===== src/rtl/wb_merge_if.sv =====
// wb_merge_if: bundle of all non-clock signals of wb_merge_unit.
//   master : side that drives the main writeback slot, the completion channels
//            and the hazard query, and observes the register-file port.
//   slave  : wb_merge_unit itself.
interface wb_merge_if #(
    parameter int XLEN       = 32,
    parameter int NUM_CH     = 2,
    parameter int FIFO_DEPTH = 4,
    parameter int RA_W       = 5
);
    localparam int CNT_W = $clog2(FIFO_DEPTH) + 1;

    // main writeback slot
    logic                   w_valid;
    logic [XLEN-1:0]        w_pc;
    logic [XLEN-1:0]        w_inst;
    logic [XLEN-1:0]        w_alu_result;
    logic [XLEN-1:0]        w_mem_data;
    logic [RA_W-1:0]        w_rd_addr;
    logic                   w_reg_we;
    logic                   w_load;
    logic [2:0]             w_funct3;
    logic [1:0]             w_byte_offset;
    // completion channels
    logic [NUM_CH-1:0]      ch_valid;
    logic [NUM_CH-1:0]      ch_ready;
    logic [NUM_CH*RA_W-1:0] ch_dst;
    logic [NUM_CH*XLEN-1:0] ch_data;
    // hazard query / status
    logic [RA_W-1:0]        chk_addr;
    logic                   chk_pending;
    logic                   stall_req;
    logic [CNT_W-1:0]       fifo_count;
    // register-file write port and trace
    logic                   rf_we;
    logic [RA_W-1:0]        rf_dst;
    logic [XLEN-1:0]        rf_data;
    logic                   trace_valid;
    logic [XLEN-1:0]        trace_pc;
    logic [XLEN-1:0]        trace_inst;

    modport master (
        output w_valid, w_pc, w_inst, w_alu_result, w_mem_data, w_rd_addr,
               w_reg_we, w_load, w_funct3, w_byte_offset,
               ch_valid, ch_dst, ch_data, chk_addr,
        input  ch_ready, chk_pending, stall_req, fifo_count,
               rf_we, rf_dst, rf_data, trace_valid, trace_pc, trace_inst
    );

    modport slave (
        input  w_valid, w_pc, w_inst, w_alu_result, w_mem_data, w_rd_addr,
               w_reg_we, w_load, w_funct3, w_byte_offset,
               ch_valid, ch_dst, ch_data, chk_addr,
        output ch_ready, chk_pending, stall_req, fifo_count,
               rf_we, rf_dst, rf_data, trace_valid, trace_pc, trace_inst
    );
endinterface


===== src/rtl/wb_merge_unit.sv =====
// wb_merge_unit: merges the in-order main writeback with NUM_CH out-of-order
// completion channels onto one register-file write port. Main writes always
// win; completions wait in a FIFO and drain into idle slots.
// Ports:
//   clk, rst_n : clock (rising edge), asynchronous active-low reset
//   bus        : wb_merge_if.slave -- main slot, channel handshake, hazard
//                query, stall request, FIFO occupancy, rf_* and trace_*
module wb_merge_unit #(
    parameter int XLEN         = 32,
    parameter int NUM_CH       = 2,
    parameter int FIFO_DEPTH   = 4,
    parameter int STARVE_LIMIT = 8,
    parameter int RA_W         = 5
) (
    input logic      clk,
    input logic      rst_n,
    wb_merge_if.slave bus
);
    localparam int PTR_W = $clog2(FIFO_DEPTH);
    localparam int CNT_W = PTR_W + 1;
    localparam int CH_W  = (NUM_CH > 1) ? $clog2(NUM_CH) : 1;
    localparam int AGE_W = $clog2(STARVE_LIMIT + 1);

    logic [RA_W-1:0]  q_dst  [FIFO_DEPTH];
    logic [XLEN-1:0]  q_data [FIFO_DEPTH];
    logic [PTR_W-1:0] rd_ptr, wr_ptr;
    logic [CNT_W-1:0] count;
    logic [CH_W-1:0]  rr_ptr;
    logic [AGE_W-1:0] age, age_nxt;
    logic             stall_q;
    logic             rf_we_q, tv_q;
    logic [RA_W-1:0]  rf_dst_q;
    logic [XLEN-1:0]  rf_data_q, tpc_q, tinst_q;

    // ---------------- load extraction ----------------
    logic [7:0]      ld_byte;
    logic [15:0]     ld_half;
    logic [XLEN-1:0] ld_val;

    always_comb begin
        ld_byte = bus.w_mem_data[8*bus.w_byte_offset +: 8];
        ld_half = bus.w_byte_offset[1] ? bus.w_mem_data[31:16] : bus.w_mem_data[15:0];
        case (bus.w_funct3)
            3'b000:  ld_val = {{(XLEN-8){ld_byte[7]}}, ld_byte};
            3'b001:  ld_val = {{(XLEN-16){ld_half[15]}}, ld_half};
            3'b100:  ld_val = {{(XLEN-8){1'b0}}, ld_byte};
            3'b101:  ld_val = {{(XLEN-16){1'b0}}, ld_half};
            default: ld_val = bus.w_mem_data;
        endcase
    end

    // ---------------- round-robin grant ----------------
    logic            gnt_any, accept, enq, deq, main_busy;
    logic [CH_W-1:0] gnt_idx;
    logic [RA_W-1:0] sel_dst;
    logic [XLEN-1:0] sel_data;

    always_comb begin
        int idx;
        idx     = 0;
        gnt_any = 1'b0;
        gnt_idx = '0;
        for (int k = 0; k < NUM_CH; k++) begin
            idx = int'(rr_ptr) + k;
            if (idx >= NUM_CH) idx = idx - NUM_CH;
            if (!gnt_any && bus.ch_valid[idx]) begin
                gnt_any = 1'b1;
                gnt_idx = CH_W'(idx);
            end
        end
    end

    // Full check uses pre-dequeue occupancy so a full FIFO never accepts.
    assign accept    = gnt_any && (count < CNT_W'(FIFO_DEPTH));
    assign sel_dst   = bus.ch_dst[gnt_idx*RA_W +: RA_W];
    assign sel_data  = bus.ch_data[gnt_idx*XLEN +: XLEN];
    assign enq       = accept && (sel_dst != '0);   // x0 results are acked and dropped
    assign main_busy = bus.w_valid && bus.w_reg_we && (bus.w_rd_addr != '0);
    assign deq       = !main_busy && (count != '0);

    always_comb begin
        for (int i = 0; i < NUM_CH; i++)
            bus.ch_ready[i] = accept && (gnt_idx == CH_W'(i));
    end

    // ---------------- hazard query ----------------
    logic [FIFO_DEPTH-1:0] hit;
    for (genvar i = 0; i < FIFO_DEPTH; i++) begin : g_hit
        logic [PTR_W-1:0] off;
        assign off    = PTR_W'(i) - rd_ptr;   // position relative to head
        assign hit[i] = ({1'b0, off} < count) && (q_dst[i] == bus.chk_addr);
    end
    assign bus.chk_pending = (|hit) && (bus.chk_addr != '0);

    // ---------------- head age ----------------
    always_comb begin
        if (count == '0 || deq)              age_nxt = '0;
        else if (age < AGE_W'(STARVE_LIMIT)) age_nxt = age + 1'b1;
        else                                 age_nxt = age;
    end

    // ---------------- storage (no reset needed; validity comes from count) ----------------
    always_ff @(posedge clk) begin
        if (enq) begin
            q_dst[wr_ptr]  <= sel_dst;
            q_data[wr_ptr] <= sel_data;
        end
    end

    always_ff @(posedge clk or negedge rst_n) begin
        if (!rst_n) begin
            rd_ptr    <= '0;
            wr_ptr    <= '0;
            count     <= '0;
            rr_ptr    <= '0;
            age       <= '0;
            stall_q   <= 1'b0;
            rf_we_q   <= 1'b0;
            rf_dst_q  <= '0;
            rf_data_q <= '0;
            tv_q      <= 1'b0;
            tpc_q     <= '0;
            tinst_q   <= '0;
        end else begin
            if (enq) wr_ptr <= wr_ptr + 1'b1;
            if (deq) rd_ptr <= rd_ptr + 1'b1;
            case ({enq, deq})
                2'b10:   count <= count + 1'b1;
                2'b01:   count <= count - 1'b1;
                default: count <= count;
            endcase
            if (accept)
                rr_ptr <= (gnt_idx == CH_W'(NUM_CH - 1)) ? '0 : gnt_idx + 1'b1;
            age     <= age_nxt;
            stall_q <= (age_nxt >= AGE_W'(STARVE_LIMIT));

            if (main_busy) begin
                rf_we_q   <= 1'b1;
                rf_dst_q  <= bus.w_rd_addr;
                rf_data_q <= bus.w_load ? ld_val : bus.w_alu_result;
            end else if (deq) begin
                rf_we_q   <= 1'b1;
                rf_dst_q  <= q_dst[rd_ptr];
                rf_data_q <= q_data[rd_ptr];
            end else begin
                rf_we_q   <= 1'b0;
            end

            tv_q    <= bus.w_valid;
            tpc_q   <= (bus.w_valid && bus.w_inst != '0) ? bus.w_pc : '0;
            tinst_q <= bus.w_valid ? bus.w_inst : '0;
        end
    end

    assign bus.stall_req   = stall_q;
    assign bus.fifo_count  = count;
    assign bus.rf_we       = rf_we_q;
    assign bus.rf_dst      = rf_dst_q;
    assign bus.rf_data     = rf_data_q;
    assign bus.trace_valid = tv_q;
    assign bus.trace_pc    = tpc_q;
    assign bus.trace_inst  = tinst_q;
endmodule


===== src/flat_wrapper.sv =====
// flat-port wrapper written by rule: the top's interface ports become plain ports
module wb_merge_unit_flat 
#(
    parameter int XLEN         = 32,
    parameter int NUM_CH       = 2,
    parameter int FIFO_DEPTH   = 4,
    parameter int STARVE_LIMIT = 8,
    parameter int RA_W         = 5
)
  (clk, rst_n, bus_w_valid, bus_w_pc, bus_w_inst, bus_w_alu_result, bus_w_mem_data, bus_w_rd_addr, bus_w_reg_we, bus_w_load, bus_w_funct3, bus_w_byte_offset, bus_ch_valid, bus_ch_dst, bus_ch_data, bus_chk_addr, bus_ch_ready, bus_chk_pending, bus_stall_req, bus_fifo_count, bus_rf_we, bus_rf_dst, bus_rf_data, bus_trace_valid, bus_trace_pc, bus_trace_inst);
  wb_merge_if #(.XLEN(XLEN), .NUM_CH(NUM_CH), .FIFO_DEPTH(FIFO_DEPTH), .RA_W(RA_W)) bus_i ();
  input logic clk;
  input logic rst_n;
  input wire logic [$bits(bus_i.w_valid)-1:0] bus_w_valid;
  input wire logic [$bits(bus_i.w_pc)-1:0] bus_w_pc;
  input wire logic [$bits(bus_i.w_inst)-1:0] bus_w_inst;
  input wire logic [$bits(bus_i.w_alu_result)-1:0] bus_w_alu_result;
  input wire logic [$bits(bus_i.w_mem_data)-1:0] bus_w_mem_data;
  input wire logic [$bits(bus_i.w_rd_addr)-1:0] bus_w_rd_addr;
  input wire logic [$bits(bus_i.w_reg_we)-1:0] bus_w_reg_we;
  input wire logic [$bits(bus_i.w_load)-1:0] bus_w_load;
  input wire logic [$bits(bus_i.w_funct3)-1:0] bus_w_funct3;
  input wire logic [$bits(bus_i.w_byte_offset)-1:0] bus_w_byte_offset;
  input wire logic [$bits(bus_i.ch_valid)-1:0] bus_ch_valid;
  input wire logic [$bits(bus_i.ch_dst)-1:0] bus_ch_dst;
  input wire logic [$bits(bus_i.ch_data)-1:0] bus_ch_data;
  input wire logic [$bits(bus_i.chk_addr)-1:0] bus_chk_addr;
  output wire logic [$bits(bus_i.ch_ready)-1:0] bus_ch_ready;
  output wire logic [$bits(bus_i.chk_pending)-1:0] bus_chk_pending;
  output wire logic [$bits(bus_i.stall_req)-1:0] bus_stall_req;
  output wire logic [$bits(bus_i.fifo_count)-1:0] bus_fifo_count;
  output wire logic [$bits(bus_i.rf_we)-1:0] bus_rf_we;
  output wire logic [$bits(bus_i.rf_dst)-1:0] bus_rf_dst;
  output wire logic [$bits(bus_i.rf_data)-1:0] bus_rf_data;
  output wire logic [$bits(bus_i.trace_valid)-1:0] bus_trace_valid;
  output wire logic [$bits(bus_i.trace_pc)-1:0] bus_trace_pc;
  output wire logic [$bits(bus_i.trace_inst)-1:0] bus_trace_inst;
  assign bus_i.w_valid = bus_w_valid;
  assign bus_i.w_pc = bus_w_pc;
  assign bus_i.w_inst = bus_w_inst;
  assign bus_i.w_alu_result = bus_w_alu_result;
  assign bus_i.w_mem_data = bus_w_mem_data;
  assign bus_i.w_rd_addr = bus_w_rd_addr;
  assign bus_i.w_reg_we = bus_w_reg_we;
  assign bus_i.w_load = bus_w_load;
  assign bus_i.w_funct3 = bus_w_funct3;
  assign bus_i.w_byte_offset = bus_w_byte_offset;
  assign bus_i.ch_valid = bus_ch_valid;
  assign bus_i.ch_dst = bus_ch_dst;
  assign bus_i.ch_data = bus_ch_data;
  assign bus_i.chk_addr = bus_chk_addr;
  assign bus_ch_ready = bus_i.ch_ready;
  assign bus_chk_pending = bus_i.chk_pending;
  assign bus_stall_req = bus_i.stall_req;
  assign bus_fifo_count = bus_i.fifo_count;
  assign bus_rf_we = bus_i.rf_we;
  assign bus_rf_dst = bus_i.rf_dst;
  assign bus_rf_data = bus_i.rf_data;
  assign bus_trace_valid = bus_i.trace_valid;
  assign bus_trace_pc = bus_i.trace_pc;
  assign bus_trace_inst = bus_i.trace_inst;
  wb_merge_unit #(.XLEN(XLEN), .NUM_CH(NUM_CH), .FIFO_DEPTH(FIFO_DEPTH), .STARVE_LIMIT(STARVE_LIMIT), .RA_W(RA_W)) u_core (.clk(clk), .rst_n(rst_n), .bus(bus_i));
endmodule

===== config.mk =====
export PLATFORM = sky130hd
export DESIGN_NAME = wb_merge_unit_flat
export DESIGN_NICKNAME = d
export VERILOG_FILES = /design/src/rtl/wb_merge_if.sv /design/src/rtl/wb_merge_unit.sv /design/src/flat_wrapper.sv
export SDC_FILE = /design/constraint.sdc
export NUM_CORES = 1
export LEC_CHECK = 0
export BUFFER_PORTS_ARGS = -buffer_cell sky130_fd_sc_hd__buf_2
export CORE_MARGIN = 3
export CORE_UTILIZATION = 58
export CTS_BUF_LIST = sky130_fd_sc_hd__clkbuf_8
export DETAILED_ROUTE_END_ITERATION = 8
export MAX_ROUTING_LAYER = met4
export PLACE_DENSITY = 0.87
export SLEW_MARGIN = 20
export SYNTH_ARGS = -nofsm -noshare
export SYNTH_HDL_FRONTEND = slang
export SYNTH_SLANG_ARGS = --single-unit

===== constraint.sdc =====
create_clock -name clk -period 4 [get_ports clk]
set_input_delay 0.4 -clock clk [delete_from_list [all_inputs] [get_ports clk]]
set_output_delay 0.4 -clock clk [all_outputs]
set_load 0.01 [all_outputs]

# Word level (Yosys, flattened, before mapping)
# Memories as Yosys holds them, arrays and structs flattened.
# Index checks and enable logic that the tools add are counted.
# op_classes
shift	3
n_lt_le_gt_ge	11
addsub	13
eq_ne	9
muxes	29
reduce_logical	27
n_bitwise	1
multipliers	1
# ops
op	n
2-to-1 mux 32 bit	7
case mux 32 bit (4 select lines)	1
< comparator 32 x 3 -> 1 bit, second input constant	2
variable part select 64 x 7 -> 32 bit	1
greater-or-equal comparator 32 x 3 -> 1 bit, second input constant	1
nonzero test 32 bit	1
variable part select 32 x 6 -> 8 bit	1
subtractor 32 x 3 -> 32 bit, second input constant	1
== test 5 bit	4
2-to-1 mux 16 bit	1
2-to-1 mux 1 bit	15
nonzero test 5 bit	3
logical AND 1 bit	14
< comparator 2 x 3 -> 1 bit	4
2-to-1 mux 5 bit	2
variable part select 10 x 5 -> 5 bit	1
2-to-1 mux 4 bit	2
== test 3 bit, second input constant	2
zero test 3 bit	2
case mux 3 bit (2 select lines)	1
adder 2 x 1 -> 2 bit, second input constant	2
adder 4 x 1 -> 4 bit, second input constant	1
greater-or-equal comparator 4 bit, second input constant	1
< comparator 4 bit, second input constant	1
19 further kinds	23
# totals
out_inout_bits	110
mem_bits_rw	148
ff_bits	116
inputBits	224
mem_count	2
# memory_table
memory	words	width	rd	rd_ports_with_merged_regs	write_ports	line_no	rtl
u_core.q_data	4	32	1	0	1	wb_merge_unit.sv:25	logic [XLEN-1:0] q_data [FIFO_DEPTH];
u_core.q_dst	4	5	5	0	1	wb_merge_unit.sv:24	logic [RA_W-1:0] q_dst [FIFO_DEPTH];

# Depth between registers and ports, before layout
# logic_depth
word_depth	15
mapped_depth	10

# Least setup slack after synthesis
# OpenSTA, ideal clock, no wires.
# synth_timing
kind	input to register
from	in bus_w_rd_addr[0]
to	reg u_core.count[2], in the netlist u_core.bus.fifo_count[2]
path_stages	10
n_path_buf	1
setup_slack_ns	1.457
t_required_ns	3.921
t_arrival_ns	2.464
path_cell_list	or4_1 -> o21ba_1 -> clkbuf_1 -> nor2_1 -> ha_1 -> inv_1 -> fa_1 -> xor2_1 -> nor2_1 -> xor2_1
# synth_via
elab_chain_len	6
word_cells_on_any_way	8
classes_between	eq/ne: 2; mux: 1; reduce/logical: 5
# synth_rtl
item	line_no	rtl
from (decl)	flat_wrapper.sv:19	input wire logic [$bits(bus_i.w_rd_addr)-1:0] bus_w_rd_addr;
nonzero test 5 bit (*)	wb_merge_unit.sv:78	assign main_busy = bus.w_valid && bus.w_reg_we && (bus.w_rd_addr != '0);
logical AND 1 bit (*)	wb_merge_unit.sv:78	
zero test 1 bit (*)	wb_merge_unit.sv:79	assign deq = !main_busy && (count != '0);
logical AND 1 bit (*)	wb_merge_unit.sv:79	
net u_core.deq	wb_merge_unit.sv:53	logic gnt_any, accept, enq, deq, main_busy;
== test 2 x 1 -> 1 bit or == test 2 bit (tied branches)	wb_merge_unit.sv:127	case ({enq, deq})
case mux 3 bit (2 select lines) or nonzero test 2 bit (tied branches)	-	
to (signal assigned)	wb_merge_unit.sv:128	2'b10: count <= count + 1'b1;
to (signal assigned)	wb_merge_unit.sv:129	2'b01: count <= count - 1'b1;
to (signal assigned)	wb_merge_unit.sv:130	default: count <= count;
to (decl)	wb_merge_unit.sv:27	logic [CNT_W-1:0] count;
# Mark *: on every way through the listed nets, which the timed path passes. The rest lies on a longest branch.
# A chain may end at the register's enable or synchronous reset.

# Worst setup path in the final report
# layout_timing
from	reg u_core.rd_ptr[0]
to	out bus_chk_pending
# layout_via
elab_chain_len	5
word_cells_on_any_way	14
classes_between	add/sub: 4; order compare: 4; reduce/logical: 6
# layout_rtl
item	line_no	rtl
from (decl)	wb_merge_unit.sv:26	logic [PTR_W-1:0] rd_ptr, wr_ptr;
from (signal assigned)	wb_merge_unit.sv:126	if (deq) rd_ptr <= rd_ptr + 1'b1;
subtractor 1 x 2 -> 2 bit or subtractor 2 bit (tied branches)	wb_merge_unit.sv:90	assign off = PTR_W'(i) - rd_ptr;
< comparator 2 x 3 -> 1 bit	wb_merge_unit.sv:91	assign hit[i] = ({1'b0, off} < count) && (q_dst[i] == bus.chk_addr);
logical AND 1 bit	wb_merge_unit.sv:91	
OR reduction 4 bit (*)	wb_merge_unit.sv:93	assign bus.chk_pending = (|hit) && (bus.chk_addr != '0);
logical AND 1 bit (*)	wb_merge_unit.sv:93	
to (decl)	flat_wrapper.sv:29	output wire logic [$bits(bus_i.chk_pending)-1:0] bus_chk_pending;
# Every way passes the cells marked *; elsewhere a longest branch is shown, timed or not.

==> results_dict.tcl <==
set metrics [dict create \
    outcome "finished, final reports clean" \
    start_util_pct 60.3 \
    nets 1378 \
    crit_type "flip-flop to output pin" \
    grt_pass1_vias 8229 \
    finalHoldViolations 0 \
    final_design_area_no_fill_um2 14200 \
    place_congestion 0.943 \
    place_area_um2 13400 \
    area_delta_synth_final_pct 23.2 \
    drt_wl_total_mm 30.7 \
    post-place-ws_ps 1060 \
    cts.sinks 263 \
    dp_hpwl_mm 23.0 \
    min_from "bus_w_pc[9]" \
    drtIter0Drc 775 \
    arrival_ps 2260 \
    vias 8126 \
    finalCriticalPeriod_ps 2660 \
    clk_pin_slew_worst_paths_ps 60 \
    cts_root_buf "clkbuf_8" \
    intPower_mw 5.83 \
    setup_violations 0 \
    hold_class "input pin to flip-flop" \
    relSlewSlack_pct 29.0 \
    synth_top_cell_by_area "edfxtp_1" \
    total_power_mw 8.60 \
    core_area_um2 19100 \
    syn_inst 808 \
    rows 50 \
    yosysSeqAreaShare_pct 63.4 \
    finalMaxSlewViolations 0 \
    cts_resized 0 \
    ys.flop_type "edfxtp_1" \
    end_kind "output pin" \
    leakage_nw 6.22 \
    p_clk_share_pct 24.6 \
    max_freq_mhz 376 \
    fin_cells 1439 \
    fin_crit_sh_pct 66.5 \
    htree_levels 2 \
    finalClockSkew_ps 19.6 \
    peakVddDrop_uv 379 \
    grt.overflow.total 0 \
    die_area_um2 21600 \
    vias_per_cell 5.65 \
    power_frac_comb_pct 31.1 \
    avgSynthCellArea_um2 14.3 \
    grt_usage_pct 29.0 \
    crit_fanout 10 \
    drt_pass1_iterations 7 \
    syn_nets 1043 \
    ys_ff_latch 263 \
    synth_top_area_share_pct 38.5 \
    clock_latency_ps 540 \
    critPathLaunch "u_core.rd_ptr[0]" \
    port-buffer-count 333 \
    rsz0062_at_grt "no" \
    dp.cells 1359 \
    pin_count 334 \
    synthesis.area_um2 11500 \
    worst_slack_ps 1340 \
    startpoint_type "flip-flop" \
    cap_violations 0 \
    p_sw_mw 2.77 \
    fin_util_pct 74.3 \
    ys_async_sr_fraction_pct 43.7 \
    synth_cell_types 49 \
    grt_antenna_before_repair 8 \
    cts_max_path_buffers 3 \
    antenna_left 0 \
    cts_buffers 41 \
    ys.warnings.count 0 \
    fp.dieW_um 147 \
    die-height_um 147 \
    synthTopCellsByArea "edfxtp_1 38%, dfrtp_1 25%, mux4_2 7.4%" \
    p_sw_share_pct 32.3 \
    fin_setup_tns_ps 0 \
    drive_above_1_share_pct 41.1 \
    holdWs_ps 71.5 \
    r2r-start "u_core.rr_ptr" \
    p_seq_share_pct 44.3 \
    worstPathRequired_ps 3600 \
    wl_per_cell_um 21.3 \
    synth_edf_count 148 \
    grt_max_degree 59 \
    drcViolationCount 0 \
    cellPowerDensity_nw_per_um2 604 \
    tightestPinTransition_ps 1060 \
    grt_pass1_wl_mm 46.5 \
    cts_tree "built" \
]
[cells by family (layout without fill, tap and decap cells)]
logic type                 Yosys count  count (layout)  synth area share [%]
DFF                                263             263                  63.4
and+or+nand+nor                    172             172                  8.28
AOI/OAI and AO/OA                  146             146                  8.06
muxes                              110             110                  14.1
buffers and inverters               77             439                  2.75
xor gates and xnor gates            29              29                  2.20
adders and majority gates           11              11                  1.26
other                                0               9                     0
[final timing paths]
path,endpoint,slack [ps],cells after the start
worst max-delay path,bus_chk_pending,1340,7
worst min-delay path,u_core.bus.trace_pc[9],70,2
worst max register to register,u_core.q_data[2][5],1540,5
worst min register to register,u_core.rr_ptr,550,2
max in group asynchronous,u_core.bus.trace_inst[31],2640,3
min in group asynchronous,u_core.bus.rf_data[23],350,2
[cell usage after synthesis, drive strengths merged, types with 2 or more instances]
| library cell | n |
|---|---|
| a21oi | 51 |
| inv | 20 |
| nand2b | 4 |
| xor2 | 16 |
| nor3 | 5 |
| o21ai | 22 |
| and2 | 68 |
| mux4 | 38 |
| nor2b | 5 |
| a31oi | 5 |
| o22ai | 32 |
| and3 | 4 |
| o211ai | 2 |
| buf | 21 |
| dfrtp | 115 |
| nand2 | 34 |
| a32oi | 8 |
| clkbuf | 36 |
| mux2 | 37 |
| nor3b | 8 |
| nand4 | 4 |
| o221ai | 8 |
| nor2 | 20 |
| nor4 | 11 |
| ha | 10 |
| or4 | 4 |
| xnor2 | 13 |
| nand3 | 2 |
| mux2i | 35 |
| a221oi | 9 |
| edfxtp | 148 |
[final cells by class]
type                    count  area, um^2
well taps                 260         325
fillers                  1270        4920
inverters                  20        75.1
clock inverters            24         143
diodes                      9        22.5
clock buffers              46         633
repair buffers            349        1790
flip-flops and latches    263        7320
multi-input cells         468        3910
[sequential cells by signal, indices dropped and copies added, names as in the netlist, 2 cells and up]
name,cells
u_core.bus.trace_pc,32
u_core.q_dst,20
u_core.bus.rf_dst,5
u_core.q_data,128
u_core.bus.trace_inst,32
u_core.rd_ptr,2
u_core.bus.rf_data,32
u_core.bus.fifo_count,3
u_core.age,4
u_core.wr_ptr,2
[timing repair]
| item | CTS | global route |
|---|---|---|
| hold endpoints to repair | 21 | 0 |
| setup buffers | 0 | 0 |
| hold buffers | 1 | 0 |
[power groups by stage]
stage / Clock, mW / Combinational (mW) / Sequential (mW)
2_1_floorplan: 0 / 1.66 / 3.86
3_3_place_gp: 0 / 2.62 / 3.82
3_5_place_dp: 0 / 2.70 / 3.85
4_1_cts: 2.15 / 2.70 / 3.80
5_1_grt: 2.28 / 2.91 / 3.86
6_report: 2.12 / 2.68 / 3.81
[critical path: stages, from the launching register on]
cell and delay (ps):
dfrtp_2 550, xor2_1 230, inv_1 60, ha_1 270, a221oi_1 240, a21oi_1 100, a21oi_1 130, buf_2 140
[routing by layer]
| metal | share of wire [%] | vias up | routed length, um | track usage, % |
|---|---|---|---|---|
| met4 | 3.9 | 0 | 1200 | 12.0 |
| met2 | 51 | 407 | 15600 | 47.5 |
| met5 | 0 | - | 0 | - |
| met1 | 38 | 3914 | 11800 | 36.3 |
| li1 | - | 3727 | - | - |
| met3 | 6.8 | 78 | 2100 | 4.94 |
[layout by cell type (no fill, tap or decap), types with 9 or more instances in the layout]
cell      count
nor4_1       11
edfxtp_1    148
o21ai_0      21
mux2i_1      35
a221oi_1      9
o22ai_1      32
nand2_1      34
ha_1         10
mux4_2       38
buf_2       332
diode_2       9
and2_1       68
xor2_1       16
nor2_1       20
inv_1        35
buf_4        16
mux2_2       37
clkbuf_8     46
dfrtp_1     114
a21oi_1      51
xnor2_1      13
(Power assumes the default switching activity.)
